==> src/rtl/seq_mult_pkg.sv <==
// Shared constants, state codes and digit-count helper for the seq_mult sequencing controller.
// Declarations only; no latency or flow control of its own.
package seq_mult_pkg;

  localparam int P           = 2;
  localparam int MAX_WIDTH   = 16;
  localparam int D_MAX       = MAX_WIDTH / P;
  localparam int BSW         = $clog2(D_MAX) + 2;
  localparam int SELW        = $clog2(D_MAX);
  localparam int DW          = SELW + 1;
  localparam int BITSIZE_MAX = 4;

  typedef logic [DW-1:0]   dcount_t;
  typedef logic [SELW-1:0] sel_t;

  localparam logic [1:0] IDLE  = 2'd0;
  localparam logic [1:0] LOAD  = 2'd1;
  localparam logic [1:0] RUN   = 2'd2;
  localparam logic [1:0] FLUSH = 2'd3;

  // Digits per operand for a width code; 0 flags an illegal code.
  function automatic dcount_t digits_of(input logic [BSW-1:0] bs);
    dcount_t d;
    d = '0;
    if ((bs != '0) && (bs <= BSW'(BITSIZE_MAX)))
      d = dcount_t'(1) << (bs - BSW'(1));
    return d;
  endfunction

endpackage

==> src/rtl/seq_mult_pair_walker.sv <==
// Column-by-column walk of digit pairs (i descending, j=k-i); outputs are combinational from the counters.
// Advances one pair per cycle while run is high, clears whenever run drops; no backpressure.
module seq_mult_pair_walker
  import seq_mult_pkg::*;
(
  input  logic    clk,
  input  logic    rst,
  input  logic    run,
  input  dcount_t d,
  output sel_t    i,
  output sel_t    j,
  output dcount_t k,
  output logic    last_in_column,
  output logic    last_column
);

  dcount_t dm1;
  dcount_t i_lo;
  dcount_t k_nxt;
  dcount_t i_hi_nxt;

  // Lower bound of i in column k is max(0, k-D+1); next column starts at min(k+1, D-1).
  always_comb begin
    dm1      = d - dcount_t'(1);
    i_lo     = (k >= dm1) ? k - dm1 : '0;
    k_nxt    = k + dcount_t'(1);
    i_hi_nxt = (k_nxt > dm1) ? dm1 : k_nxt;
  end

  assign j              = sel_t'(k - {1'b0, i});
  assign last_in_column = ({1'b0, i} == i_lo);
  assign last_column    = (k == {dm1[DW-2:0], 1'b0});

  always_ff @(posedge clk) begin
    if (rst || !run) begin
      k <= '0;
      i <= '0;
    end else if (last_in_column) begin
      k <= k_nxt;
      i <= sel_t'(i_hi_nxt);
    end else begin
      i <= i - sel_t'(1);
    end
  end

endmodule

==> src/rtl/seq_mult_ctrl.sv <==
// Sequencing controller for the digit-serial signed multiplier: strobes, pair walk, digit-valid flags.
// Accept to out_last is D^2+3 cycles; one job at a time via req_ready, result digits never stall.
module seq_mult_ctrl
  import seq_mult_pkg::*;
(
  input  logic           clk,
  input  logic           rst,
  input  logic           abort,
  input  logic           req_valid,
  output logic           req_ready,
  input  logic [BSW-1:0] req_bitsize,
  output logic           busy,
  output logic           start,
  output logic [BSW-1:0] bitSize,
  output sel_t           muxSelA,
  output sel_t           muxSelB,
  output logic           invertFirstBit,
  output logic           invertSecondRow,
  output logic           countDown,
  output logic           countLast2,
  output logic           lastOut,
  output logic           placeOne,
  output logic           out_valid,
  output dcount_t        out_idx,
  output logic           out_last,
  output logic           err
);

  logic [1:0] state;
  logic       run;
  dcount_t    d;
  dcount_t    dm1;
  sel_t       dm1_s;
  sel_t       wi;
  sel_t       wj;
  dcount_t    wk;
  logic       lic;
  logic       lcol;

  assign run   = (state == RUN);
  assign d     = digits_of(bitSize);
  assign dm1   = d - dcount_t'(1);
  assign dm1_s = sel_t'(dm1);

  seq_mult_pair_walker u_walker (
    .clk            (clk),
    .rst            (rst),
    .run            (run && !abort),
    .d              (d),
    .i              (wi),
    .j              (wj),
    .k              (wk),
    .last_in_column (lic),
    .last_column    (lcol)
  );

  always_ff @(posedge clk) begin
    if (rst || abort) begin
      state     <= IDLE;
      bitSize   <= '0;
      err       <= 1'b0;
      out_valid <= 1'b0;
      out_idx   <= '0;
      out_last  <= 1'b0;
    end else begin
      err       <= 1'b0;
      out_valid <= 1'b0;
      out_idx   <= '0;
      out_last  <= 1'b0;
      case (state)
        IDLE: begin
          if (req_valid) begin
            bitSize <= req_bitsize;
            if (digits_of(req_bitsize) != '0) state <= LOAD;
            else                              err   <= 1'b1;
          end
        end
        LOAD: state <= RUN;
        RUN: begin
          if (lic) begin
            out_valid <= 1'b1;
            out_idx   <= wk;
            if (lcol) state <= FLUSH;
          end
        end
        FLUSH: begin
          out_valid <= 1'b1;
          out_idx   <= {dm1[DW-2:0], 1'b1};
          out_last  <= 1'b1;
          state     <= IDLE;
        end
        default: state <= IDLE;
      endcase
    end
  end

  assign req_ready       = (state == IDLE);
  assign busy            = (state != IDLE);
  assign start           = (state == LOAD);
  assign lastOut         = (state == FLUSH);
  assign muxSelA         = run ? wi : '0;
  assign muxSelB         = run ? wj : '0;
  assign invertSecondRow = run && (wi == dm1_s) && (wj != dm1_s);
  assign invertFirstBit  = run && (wj == dm1_s) && (wi != dm1_s);
  assign countDown       = run && (wk >= dm1);
  assign countLast2      = run && lic;
  // Sizes below 16 bits get their constant one from datapath init instead.
  assign placeOne        = countLast2 && (bitSize == BSW'(BITSIZE_MAX)) && (wk == dm1);

endmodule

==> config.mk <==
export PLATFORM = sky130hd
export DESIGN_NAME = seq_mult_ctrl
export DESIGN_NICKNAME = d
export VERILOG_FILES = /design/src/rtl/seq_mult_pkg.sv /design/src/rtl/seq_mult_pair_walker.sv /design/src/rtl/seq_mult_ctrl.sv
export SDC_FILE = /design/constraint.sdc
export NUM_CORES = 1
export LEC_CHECK = 0
export CAP_MARGIN = 20
export CORE_MARGIN = 2
export CORE_UTILIZATION = 45
export CTS_BUF_LIST = sky130_fd_sc_hd__clkbuf_16
export DETAILED_ROUTE_END_ITERATION = 16
export PLACE_DENSITY = 0.8
export SLEW_MARGIN = 20
export SYNTH_ARGS = -nofsm -noshare
export SYNTH_HDL_FRONTEND = slang
export SYNTH_SLANG_ARGS = --single-unit
export TNS_END_PERCENT = 1
==> constraint.sdc <==
create_clock -name clk -period 5.7 [get_ports clk]
set_input_delay 0.855 -clock clk [delete_from_list [all_inputs] [get_ports clk]]
set_output_delay 0.855 -clock clk [all_outputs]
set_load 0.005 [all_outputs]
# == Yosys cells after proc, flatten, opt, wreduce, memory -nomap -nowiden ==
# Index checks and enable logic that the tools add are counted.
# word_totals
reg_bits,21
in_bits,9
out_inout_bits,27
wordCells,82
# classes
n_addsub,7
order_cmp,4
n_eq_ne,15
n_shift,2
mux,21
bitwise,2
reduce_logical,23
# ops
operator,n
4-bit 2-to-1 mux,7
3-bit 2-to-1 mux,4
1-bit logical AND,11
5-bit by 3-bit <= comparator with 1-bit output (second input constant),2
5-bit nonzero test,2
1-bit by 5-bit left shift with 4-bit output (first input constant),2
5-bit by 1-bit subtractor with 5-bit output (second input constant),2
4-bit == test,2
2-bit 2-to-1 mux,4
2-bit one-hot mux with 4 select lines,1
4-bit one-hot mux with 2 select lines,1
3-bit == test,2
2-bit by 1-bit != test with 1-bit output (second input constant),3
3-bit != test,2
5-bit by 3-bit == test with 1-bit output (second input constant),1
4-bit by 1-bit adder with 4-bit output (second input constant),1
2-bit == test (second input constant),2
3-bit by 4-bit == test with 1-bit output,1
4-bit greater-or-equal comparator,1
4-bit greater-than comparator,1
4-bit AND reduction,1
4-bit nonzero test,1
4-bit by 1-bit subtractor with 4-bit output (second input constant),1
4-bit subtractor,1
other kinds (13),18

# == Depth between registers and ports, before layout ==
# Gate-level depths: netlist of the first run.
# depth
depth_word,10
ltp_mapped,17

# == By module ==
# A second synthesis of the first run with hierarchy kept.
# unflattened
hier_cells,248
area_unflattened_um2,1954.4
# modules_own_cells
mod,instances,cells_each,area_each_um2
seq_mult_ctrl,1,148,1113.6
seq_mult_pair_walker,1,100,840.8

# == Worst setup path after synthesis of the first run ==
# Ideal clock, no wire load.
# synth_timing
path_kind,register to output
startpoint,reg bitSize[0]
endpoint,out placeOne
arrival_time_ns,4.225
required_ns,4.845
setup_slack_ns,0.620
path_stages_with_launch,17
path_cell_list,dfxtp_1 inv_1 ha_1 nor3_2 o211a_1 nand2_1 ha_1 clkbuf_1 inv_1 fa_1 nand2b_1 o22ai_1 maj3_2 or3_4 a2111oi_4 nand2_2 nor4_2
# synth_between
elab_chain_len,10
word_cells_on_any_way,16
# synth_rtl
element,line_no,rtl
start: declaration,seq_mult_ctrl.sv:14,"output logic [BSW-1:0] bitSize,"
start signal: assignment,seq_mult_ctrl.sv:73,bitSize <= req_bitsize;
5-bit by 1-bit subtractor with 5-bit output (tied with other cells),seq_mult_pkg.sv:26,d = dcount_t'(1) << (bs - BSW'(1));
1-bit by 5-bit left shift with 4-bit output or 1-bit logical AND (tied branches),"seq_mult_pkg.sv:26, seq_mult_pkg.sv:25",
4-bit 2-to-1 mux,seq_mult_pkg.sv:25,if ((bs != '0) && (bs <= BSW'(BITSIZE_MAX)))
4-bit by 1-bit subtractor with 4-bit output,"seq_mult_pair_walker.sv:24, seq_mult_ctrl.sv:42",
4-bit subtractor or 4-bit greater-or-equal comparator (tied branches),seq_mult_pair_walker.sv:25,i_lo = (k >= dm1) ? k - dm1 : '0;
4-bit 2-to-1 mux,seq_mult_pair_walker.sv:25,
3-bit by 4-bit == test with 1-bit output,seq_mult_pair_walker.sv:31,"assign last_in_column = ({1'b0, i} == i_lo);"
1-bit logical AND,seq_mult_ctrl.sv:106,assign countLast2 = run && lic;
1-bit logical AND,seq_mult_ctrl.sv:108,assign placeOne = countLast2 && (bitSize == BSW'(BITSIZE_MAX)) && (wk == dm1);
1-bit logical AND (*),seq_mult_ctrl.sv:108,
end: declaration,seq_mult_ctrl.sv:22,"output logic placeOne,"
# Mark *: on every way between the ends. The rest lies on a longest branch, timed or not.

# == Worst setup path in the final report of the first run ==
# Ends and elaborated chain as after synthesis.

==> results of run 1 <==
## worst max path at each step
stage	endpoint	cells past startpoint
2_1_floorplan	placeOne	16
3_3_place_gp	placeOne	16
3_5_place_dp	placeOne	16
4_1_cts	placeOne	16
5_1_grt	placeOne	16
6_report	placeOne	16
## worst max-delay path: cells and delay by family (launching register included)
family | cells | cell delay [ps]
compound gates | 3 | 650
fa+ha+maj | 4 | 1360
buf+inv | 3 | 680
flops | 1 | 360
simple gates | 6 | 1310
## flip-flops by register name, indices dropped and copies added, names as in the netlist
register,flops
bitSize,5
out_idx,4
u_walker.k,4
u_walker.i,3
state,2
err,1
out_last,1
out_valid,1
## power by group
part | switching (mW) | internal [mW]
Combinational | 0.0140 | 0.0134
Clock | 0.0581 | 0.0950
Sequential | 0.00169 | 0.148
Total | 0.0738 | 0.257
## logic make-up after synthesis
kind of cell / count (synthesis)
AOI/OAI and AO/OA: 45
xor gates and xnor gates: 17
adders and majority gates: 23
buffers and inverters: 27
DFF: 21
muxes: 3
and+or+nand+nor: 79
## stage by stage
stage | total power [mW] | instances | area (µm²) | setup TNS, ps
final | 0.331 | 300 | 2320 | 0
after global routing | 0.341 | 300 | 2320 | -18.7
after CTS | 0.330 | 297 | 2290 | 0
after detailed placement | 0.179 | 292 | 2180 | 0
after global placement | 0.179 | 292 | 2180 | 0
after floorplan | 0.166 | 215 | 1780 | 0
## cells in the mapped netlist, drive strengths merged (3+ instances only)
master / count
dfxtp: 21
ha: 19
nand2: 19
inv: 17
nand3: 15
nor2: 13
a21oi: 10
xnor2: 10
clkbuf: 9
nor3: 7
xor2: 7
and2: 5
nor2b: 5
o21ai: 5
o22ai: 4
a211oi: 3
and3: 3
nand4: 3
## layer usage
| metal | vias to the layer above | wire length, µm | global-route usage |
|---|---|---|---|
| met1 | 823 | 2120 | 0.291 |
| met4 | 0 | 40 | 0.0485 |
| met5 | - | 0 | 0 |
| met2 | 37 | 2270 | 0.374 |
| li1 | 838 | - | - |
| met3 | 4 | 157 | 0.0321 |
## cell type report
type / instances / share of cell area
Tap cell: 48 / 0.0259
Inverter: 17 / 0.0275
Sequential cell: 21 / 0.182
Clock buffer: 3 / 0.0324
Timing Repair Buffer: 43 / 0.177
Clock inverter: 1 / 0.00324
Multi-Input combinational cell: 167 / 0.552
## timing repair
action                     in CTS  in global routing
setup endpoints to repair       1                  2
gates resized for setup         2                  3
setup buffers                   1                  3
pin swaps                       1                  3
==> results list, run 1 <==
- Ratio of cells with drive above 1 in the final layout: 0.119
- Averaged over all synthesized cells, the footprint is 8.29 µm².
- The clock period could shrink to 5490 ps.
* Endpoint with the worst hold slack: bitSize[0]$_SDFFE_PP0P_
- Detailed placement HPWL: 3300 µm
- Final net count: 283
- The via count of the first global-routing pass was 1,597.
- TritonCTS built the clock tree.
- The most used flip-flop cell after synthesis is sky130_fd_sc_hd__dfxtp_1.
- Register bit total from synthesis: 21
- Library cell contributing the largest single delay on the critical path: sky130_fd_sc_hd__clkdlybuf4s50_1
- The min-delay analysis places its worst path in the category flop to flop.
- In this run, post-CTS hold repair placed 0 buffers.
- Status: completed
- In this run the critical register-to-register path is captured at out_idx[3]$_SDFF_PP0_.
* Compound-gate portion of the synthesized area: 0.199
* Worst path max stage delay: 530 ps
- Yosys top cell by area: sky130_fd_sc_hd__dfxtp_1
* Yosys cell types: 57
- GRT Residual Overflow: 0
- After detailed routing, the number of remaining DRC violations is 0.
- After the first detailed-routing iteration, the DRC count stood at between 80 and 90.
- The tree is rooted in a sky130_fd_sc_hd__clkbuf_16.
* Register cell area after layout: 422 µm²
- Tracing the worst setup path back leads to its startpoint at bitSize[0]$_SDFFE_PP0P_.
* Data arrival time of the critical path: 4630 ps
- Asr flop ratio synth: 0
- For this run, the top clock speed supported by timing is 182 MHz.
* Initial antenna violation count: 0
- Cts bufs inserted: 3
- For this run, the detailed router's first-pass iteration total came to 4.
- Summing all multi-input logic gate instances after layout gives 1280 µm².
* Hold path depth: 2
- Number of fill cells in the layout: 342
- Crit path capture type: output pin
* Register-to-Register Setup Slack: 1380 ps
- Hold Slack: just under 500 ps
- Share of cell area taken by muxes after synthesis: 0.0176
* Wire length of the first global-routing pass: ~7400 µm
* Die ar.: 4480 µm²
- The critical path in this run is classified as flop to output pin.
- For this design the static power due to leakage is 0.944 nW.
* Number of H-tree levels: 1
- Wire per inst: around 15 µm
- Of the synthesized area, sequential elements account for 0.236.
- Starting density of the core: 0.476
* Category of the worst setup path launch point: flop
- The number of pins exceeding their max-slew limit in the final report is 0.
* Setup Skew: 1.92 ps
- Largest driver fanout on the critical path: 6
- Width of the chip: 66.9 µm
- The number of cells on the worst reg-to-reg path is 17.
- Largest family of logic cells by synthesized area: simple AND/OR/NAND/NOR gates
- In this design, the critical path's most frequently occurring cell is sky130_fd_sc_hd__inv_1.
- Number of setup violations in the final report: 0
* Part of the cycle the worst path needs: 0.963
- Count of buffers inserted at the top-level ports: 35
* Yosys warns: 0
- Post-synthesis cell area: between 1500 and 2000 µm²
* Wire length after detailed routing: approximately 4600 µm
- Across the VDD grid, the largest voltage drop is 181 µV.
- Xor and xnor area share after synthesis: 0.0836
- HP Start: bitSize[0]$_SDFFE_PP0P_
* Clock transition at the register clock pins on the worst setup and hold paths after CTS: 60 ps
- The worst register-to-register path begins at bitSize[0]$_SDFFE_PP0P_.
- The floorplan step defined a core boundary enclosing 3740 µm².
* Total nets after synthesis: 245
- Relative to the synthesized area, the layout overhead comes to 30.2%.
- In the synthesized netlist, the number of instances is 215.
- The congestion estimate from routability-driven global placement came to 0.854.
- Number of inserted diodes: 0
- No sink is reached through more buffers than the 2 on the longest clock path.
- Share of the synthesized area in the top cell type: 0.236
* Adder-cell share of the synthesized area: 0.168
* Worst skew pair latency: 260 ps
- Maximum number of pins on one net before global-route repair: 16
* FP Rows: 22
* Power density relative to cell area: 143 nW/µm²
- Total GRT Usage: 0.219
- Vias after detailed routing: 1,702
* Top cells by area in the synthesized netlist: sky130_fd_sc_hd__dfxtp_1 24%, sky130_fd_sc_hd__ha_1 13%, sky130_fd_sc_hd__xnor2_1 4.9%
* Slew margin rel.: 0.609
* Post-detailed-route via-to-cell ratio: 5.67
- Max-cap violations in this run came to 0.
- Chip height: 66.9 µm
- 36 I/O pins were placed.
* Most common cell after layout, fill and taps aside: sky130_fd_sc_hd__clkdlybuf4s50_1
- The count of nets left with antenna violations once routing finished came out at 0.
- Measured on the finished design, the core utilization comes to 0.620.
* Smallest setup slack after layout: approximately 210 ps
- For the worst setup path, the data required time is 4850 ps.
- Number of sinks handled by clock tree synthesis: 21
* Post-synth EDFFs: 0
- The final-report hold violation count is 0.
- Of the total synthesized cell area, the portion taken by AND, OR, NAND and NOR gates is 0.235.
- Timing analysis after detailed placement gives a worst setup slack of 203 ps.
- Cells traversed along the worst timing path: inv_1 -> ha_1 -> nor3_4 -> o211a_1 -> nand2_1 -> ha_4 -> inv_1 -> fa_1 -> nand2b_1 -> o22ai_1 -> maj3_2 -> or3_4 -> a2111oi_4 -> nand2_2 -> nor4_4 -> clkdlybuf4s50_1
- Actual slew at the worst max-slew pin: 584 ps
* Commonest non-fill, non-tap cells in the layout: 35 x sky130_fd_sc_hd__clkdlybuf4s50_1, 20 x sky130_fd_sc_hd__dfxtp_1, 18 x sky130_fd_sc_hd__nand2_1, 18 x sky130_fd_sc_hd__ha_1, 17 x sky130_fd_sc_hd__inv_1
Power figures use the tool's default switching activity.
==> inputs of run 2 (changes only) <==
SKIP_CTS_REPAIR_TIMING = 1   (was default)
==> run 2 against run 1 <==
Sequential power is essentially flat. Sequential share of layout area grew 0.054 points. Clock skew shrank 0.89 ps. Via count shrank 0.59%.
==> results list, run 2 (same netlist as run 1, synthesis figures left out) <==
* Crit path time final: 5490 ps (about the same)
- IR drop worst, VDD: 181 µV (about the same)
* Area added between synthesis and finish: 30.2% (unchanged)
* Number of sinks handled by clock tree synthesis: 21 (unchanged)
- Req. time, crit path: 4850 ps (about the same)
* Status: completed (unchanged)
* Library cell contributing the largest single delay on the critical path: sky130_fd_sc_hd__clkdlybuf4s50_1 (unchanged)
* Sequential group share of total power: 0.455 (was 0.454)
- The final global-route overflow total was 0 (unchanged).
* Crit Reg-Reg Startpoint: bitSize[0]$_SDFFE_PP0P_ (unchanged)
- The final-report hold violation count was 0 (unchanged).
- Slew margin rel.: 0.612 (was 0.609)
- Maximum clock rate: 182 MHz (about the same)
- The count of unresolved DRC violations after routing is 0 (unchanged).
- Root Driver: sky130_fd_sc_hd__clkbuf_16 (unchanged)
* M2 GR Usage: 0.369 (was 0.374)
- Clock transition at the register clock pins on the worst setup and hold paths after CTS: 60 ps (about the same)
- The clock network fraction of design power was 0.463 (about the same).
- Most frequent CP cell: sky130_fd_sc_hd__inv_1 (unchanged)
* Data arrival time of the critical path: 4630 ps (about the same)
- Number of inserted diodes: 0 (unchanged)
* Register-to-Register Setup Slack: 1380 ps (about the same)
- The standby leakage power came to 0.959 nW (was 0.944 nW).
- Cell-internal power: 0.257 mW (about the same)
- Vias in the first global route: 1,596 (was 1,597)
- Commonest non-fill, non-tap cells in the layout: 34 x sky130_fd_sc_hd__clkdlybuf4s50_1, 19 x sky130_fd_sc_hd__dfxtp_1, 18 x sky130_fd_sc_hd__nand2_1, 18 x sky130_fd_sc_hd__ha_1, 17 x sky130_fd_sc_hd__inv_1 (was 35 x sky130_fd_sc_hd__clkdlybuf4s50_1, 20 x sky130_fd_sc_hd__dfxtp_1, 18 x sky130_fd_sc_hd__nand2_1, 18 x sky130_fd_sc_hd__ha_1, 17 x sky130_fd_sc_hd__inv_1).
- The area enclosed by the die boundary came to 4480 µm² (unchanged).
- The HPWL after detailed placement was 3300 µm (unchanged).
- Most common cell after layout, fill and taps aside: sky130_fd_sc_hd__clkdlybuf4s50_1 (unchanged)
- Actual slew at the worst max-slew pin: 580 ps (was 584 ps)
- Flip-flop count of the largest register, all copies and words added: 5 (unchanged)
* Number of fill cells in the layout: 334 (was 342)
- GR Util met1: 0.287 (was 0.291)
* Cts bufs inserted: 3 (unchanged)
- Maximum number of pins on one net before global-route repair: 16 (unchanged)
- Post-detailed-route via-to-cell ratio: 5.66 (was 5.67)
- Crit path capture type: output pin (unchanged)
- The max-capacitance violation count came to 0 (unchanged).
- The placed instance area came to 2180 µm² (unchanged).
- Initial antenna violation count: 0 (unchanged)
* Count of buffers inserted at the top-level ports: 35 (unchanged)
- Global-route layer with the greatest usage: met2 (unchanged)
- I/O Pins: 36 (unchanged)
- The critical-path maximum fanout is 6 (unchanged).
* Global-route track usage on met3: 0.0321 (unchanged)
- The power after layout is 0.330 mW (was 0.331 mW).
- The combinational power share is 0.083 (about the same).
- The CTS tree is yes (unchanged).
- The number of buffers between clock root and the deepest sink is 2 (unchanged).
- The later-pin clock latency in the skew report was 250 ps (was 260 ps).
* Total GRT Usage: 0.217 (was 0.219)
* Endpoint with the worst hold slack: bitSize[0]$_SDFFE_PP0P_ (unchanged)
- The number of H-tree levels was 1 (unchanged).
- The start-to-end type of the worst setup path is flop to output pin (unchanged).
- The worst min-delay path category is flop to flop (unchanged).
- The fraction of final layout cells sized beyond drive strength 1 was 0.124 (was 0.119).
* Category of the worst setup path launch point: flop (unchanged)
- The die boundary height was 66.9 µm (unchanged).
- The number of nets in the layout came to 282 (was 283).
- Hold path depth: 2 (unchanged)
* Total area of multi-input combinational cells: 1280 µm² (about the same)
- The die extent in x is 66.9 µm (unchanged).
- Setup repair after global routing left no endpoint under its margin.
* FP Rows: 22 (unchanged)
* Placer congestion estimate: 0.854 (unchanged)
- Register cell area after layout: 423 µm² (was 422 µm²)
* Count of cells along the worst register-to-register path: 17 (unchanged)
* Vias after detailed routing: 1,692 (was 1,702)
* Power density relative to cell area: 142 nW/µm² (was 143 nW/µm²)
- Worst flop-to-flop path endpoint: out_idx[3]$_SDFF_PP0_ (unchanged)
* Number of setup violations in the final report: 0 (unchanged)
- The proportion of total power due to net switching is 0.222 (was 0.223).
- Area of the core: 3740 µm² (unchanged)
- Cells traversed along the worst timing path: inv_1 -> ha_1 -> nor3_4 -> o211a_1 -> nand3_1 -> ha_4 -> inv_1 -> fa_2 -> nand2b_1 -> o22ai_1 -> maj3_2 -> or3_4 -> a2111oi_4 -> nand2_2 -> buf_4 -> inv_1 -> clkdlybuf4s50_1 (was inv_1 -> ha_1 -> nor3_4 -> o211a_1 -> nand2_1 -> ha_4 -> inv_1 -> fa_1 -> nand2b_1 -> o22ai_1 -> maj3_2 -> or3_4 -> a2111oi_4 -> nand2_2 -> nor4_4 -> clkdlybuf4s50_1).
- Largest reg by FF count: bitSize (unchanged)
- Wire length of the first global-routing pass: 7360 µm (was 7420 µm)
* Starting density of the core: 0.476 (unchanged)
* Antenna-violating nets left: 0 (unchanged)
- Part of the cycle the worst path needs: 0.962 (was 0.963)
- Setup Skew: 1.04 ps (was 1.92 ps)
- The final standard cell area without fillers came to 2320 µm² (unchanged).
- Router iterations before antenna repair: 4 (unchanged)
- Regs by FF count: bitSize x5, out_idx x4, u_walker.k x4 (unchanged)
- Worst path max stage delay: 530 ps (about the same)
* Number of design-rule violations left by the first detailed-router iteration: 93 (was 84)
- HP Start: bitSize[0]$_SDFFE_PP0P_ (unchanged)
- Wire length after detailed routing: 4540 µm (was 4590 µm)
- The number of pins exceeding their max-slew limit in the final report is 0 (unchanged).
- The net switching power figure came to 0.0732 mW (was 0.0738 mW).
- Wire per inst: 15.2 µm (was 15.3 µm)
[run 2: cell types whose count changed in the layout (fill, tap and decap cells not counted), sizes merged]
cell / change
buf: -1
dlymetal6s2s: +1
clkdlybuf4s50: -1
[run 2: worst max-delay path: cells and delay by family, from the launching register on]
kind / cells / cell delay (ps)
buffers and inverters: 5 / 980
AND/OR/NAND/NOR: 5 / 1030
AO/OA/AOI/OAI: 3 / 700
flip-flops: 1 / 360
adder cells (fa/ha/maj): 4 / 1300
[run 2: metal layers]
metal	share of wire	vias up
met3	0.040	6
met5	0	-
li1	-	836
met1	0.46	810
met2	0.49	40
met4	0.0095	0
[run 2: area by class of cell]
type                       instances  share of cell area
clock buffer                       3              0.0324
clock inverter                     1             0.00324
inverter                          17              0.0275
multi-input combinational        167               0.554
sequential                        21               0.182
tap                               48              0.0259
timing repair buffer              42               0.175
[run 2: how the worst max path moves through the flow]
stage | startpoint | endpoint | slack, ps | cells after the start
after detailed placement | bitSize[0]$_SDFFE_PP0P_ | placeOne | 200 | 16
after floorplan | bitSize[0]$_SDFFE_PP0P_ | placeOne | 620 | 16
after CTS | bitSize[0]$_SDFFE_PP0P_ | placeOne | -100 | 16
final | bitSize[0]$_SDFFE_PP0P_ | countLast2 | 210 | 17
after global routing | bitSize[0]$_SDFFE_PP0P_ | countLast2 | 3 | 17
after global placement | bitSize[0]$_SDFFE_PP0P_ | placeOne | 350 | 16
[run 2: power groups by stage]
stage                     logic (mW)  registers [mW]  clock network [mW]
after floorplan               0.0127           0.153                   0
after global placement        0.0255           0.153                   0
after detailed placement      0.0260           0.153                   0
after CTS                     0.0265           0.150               0.153
after global routing          0.0295           0.150               0.161
final                         0.0273           0.150               0.153
[run 2: metrics by stage]
stage / utilization / hold WS, ps / worst slack [ps] / cells / setup TNS (ps)
2_1_floorplan: - / 473 / 620 / 215 / 0
3_3_place_gp: 0.582 / 476 / 355 / 292 / 0
3_5_place_dp: 0.582 / 495 / 203 / 292 / 0
4_1_cts: 0.604 / 503 / -101 / 296 / -101
5_1_grt: 0.620 / 515 / 3.13 / 299 / 0
6_report: 0.620 / 486 / 214 / 299 / 0
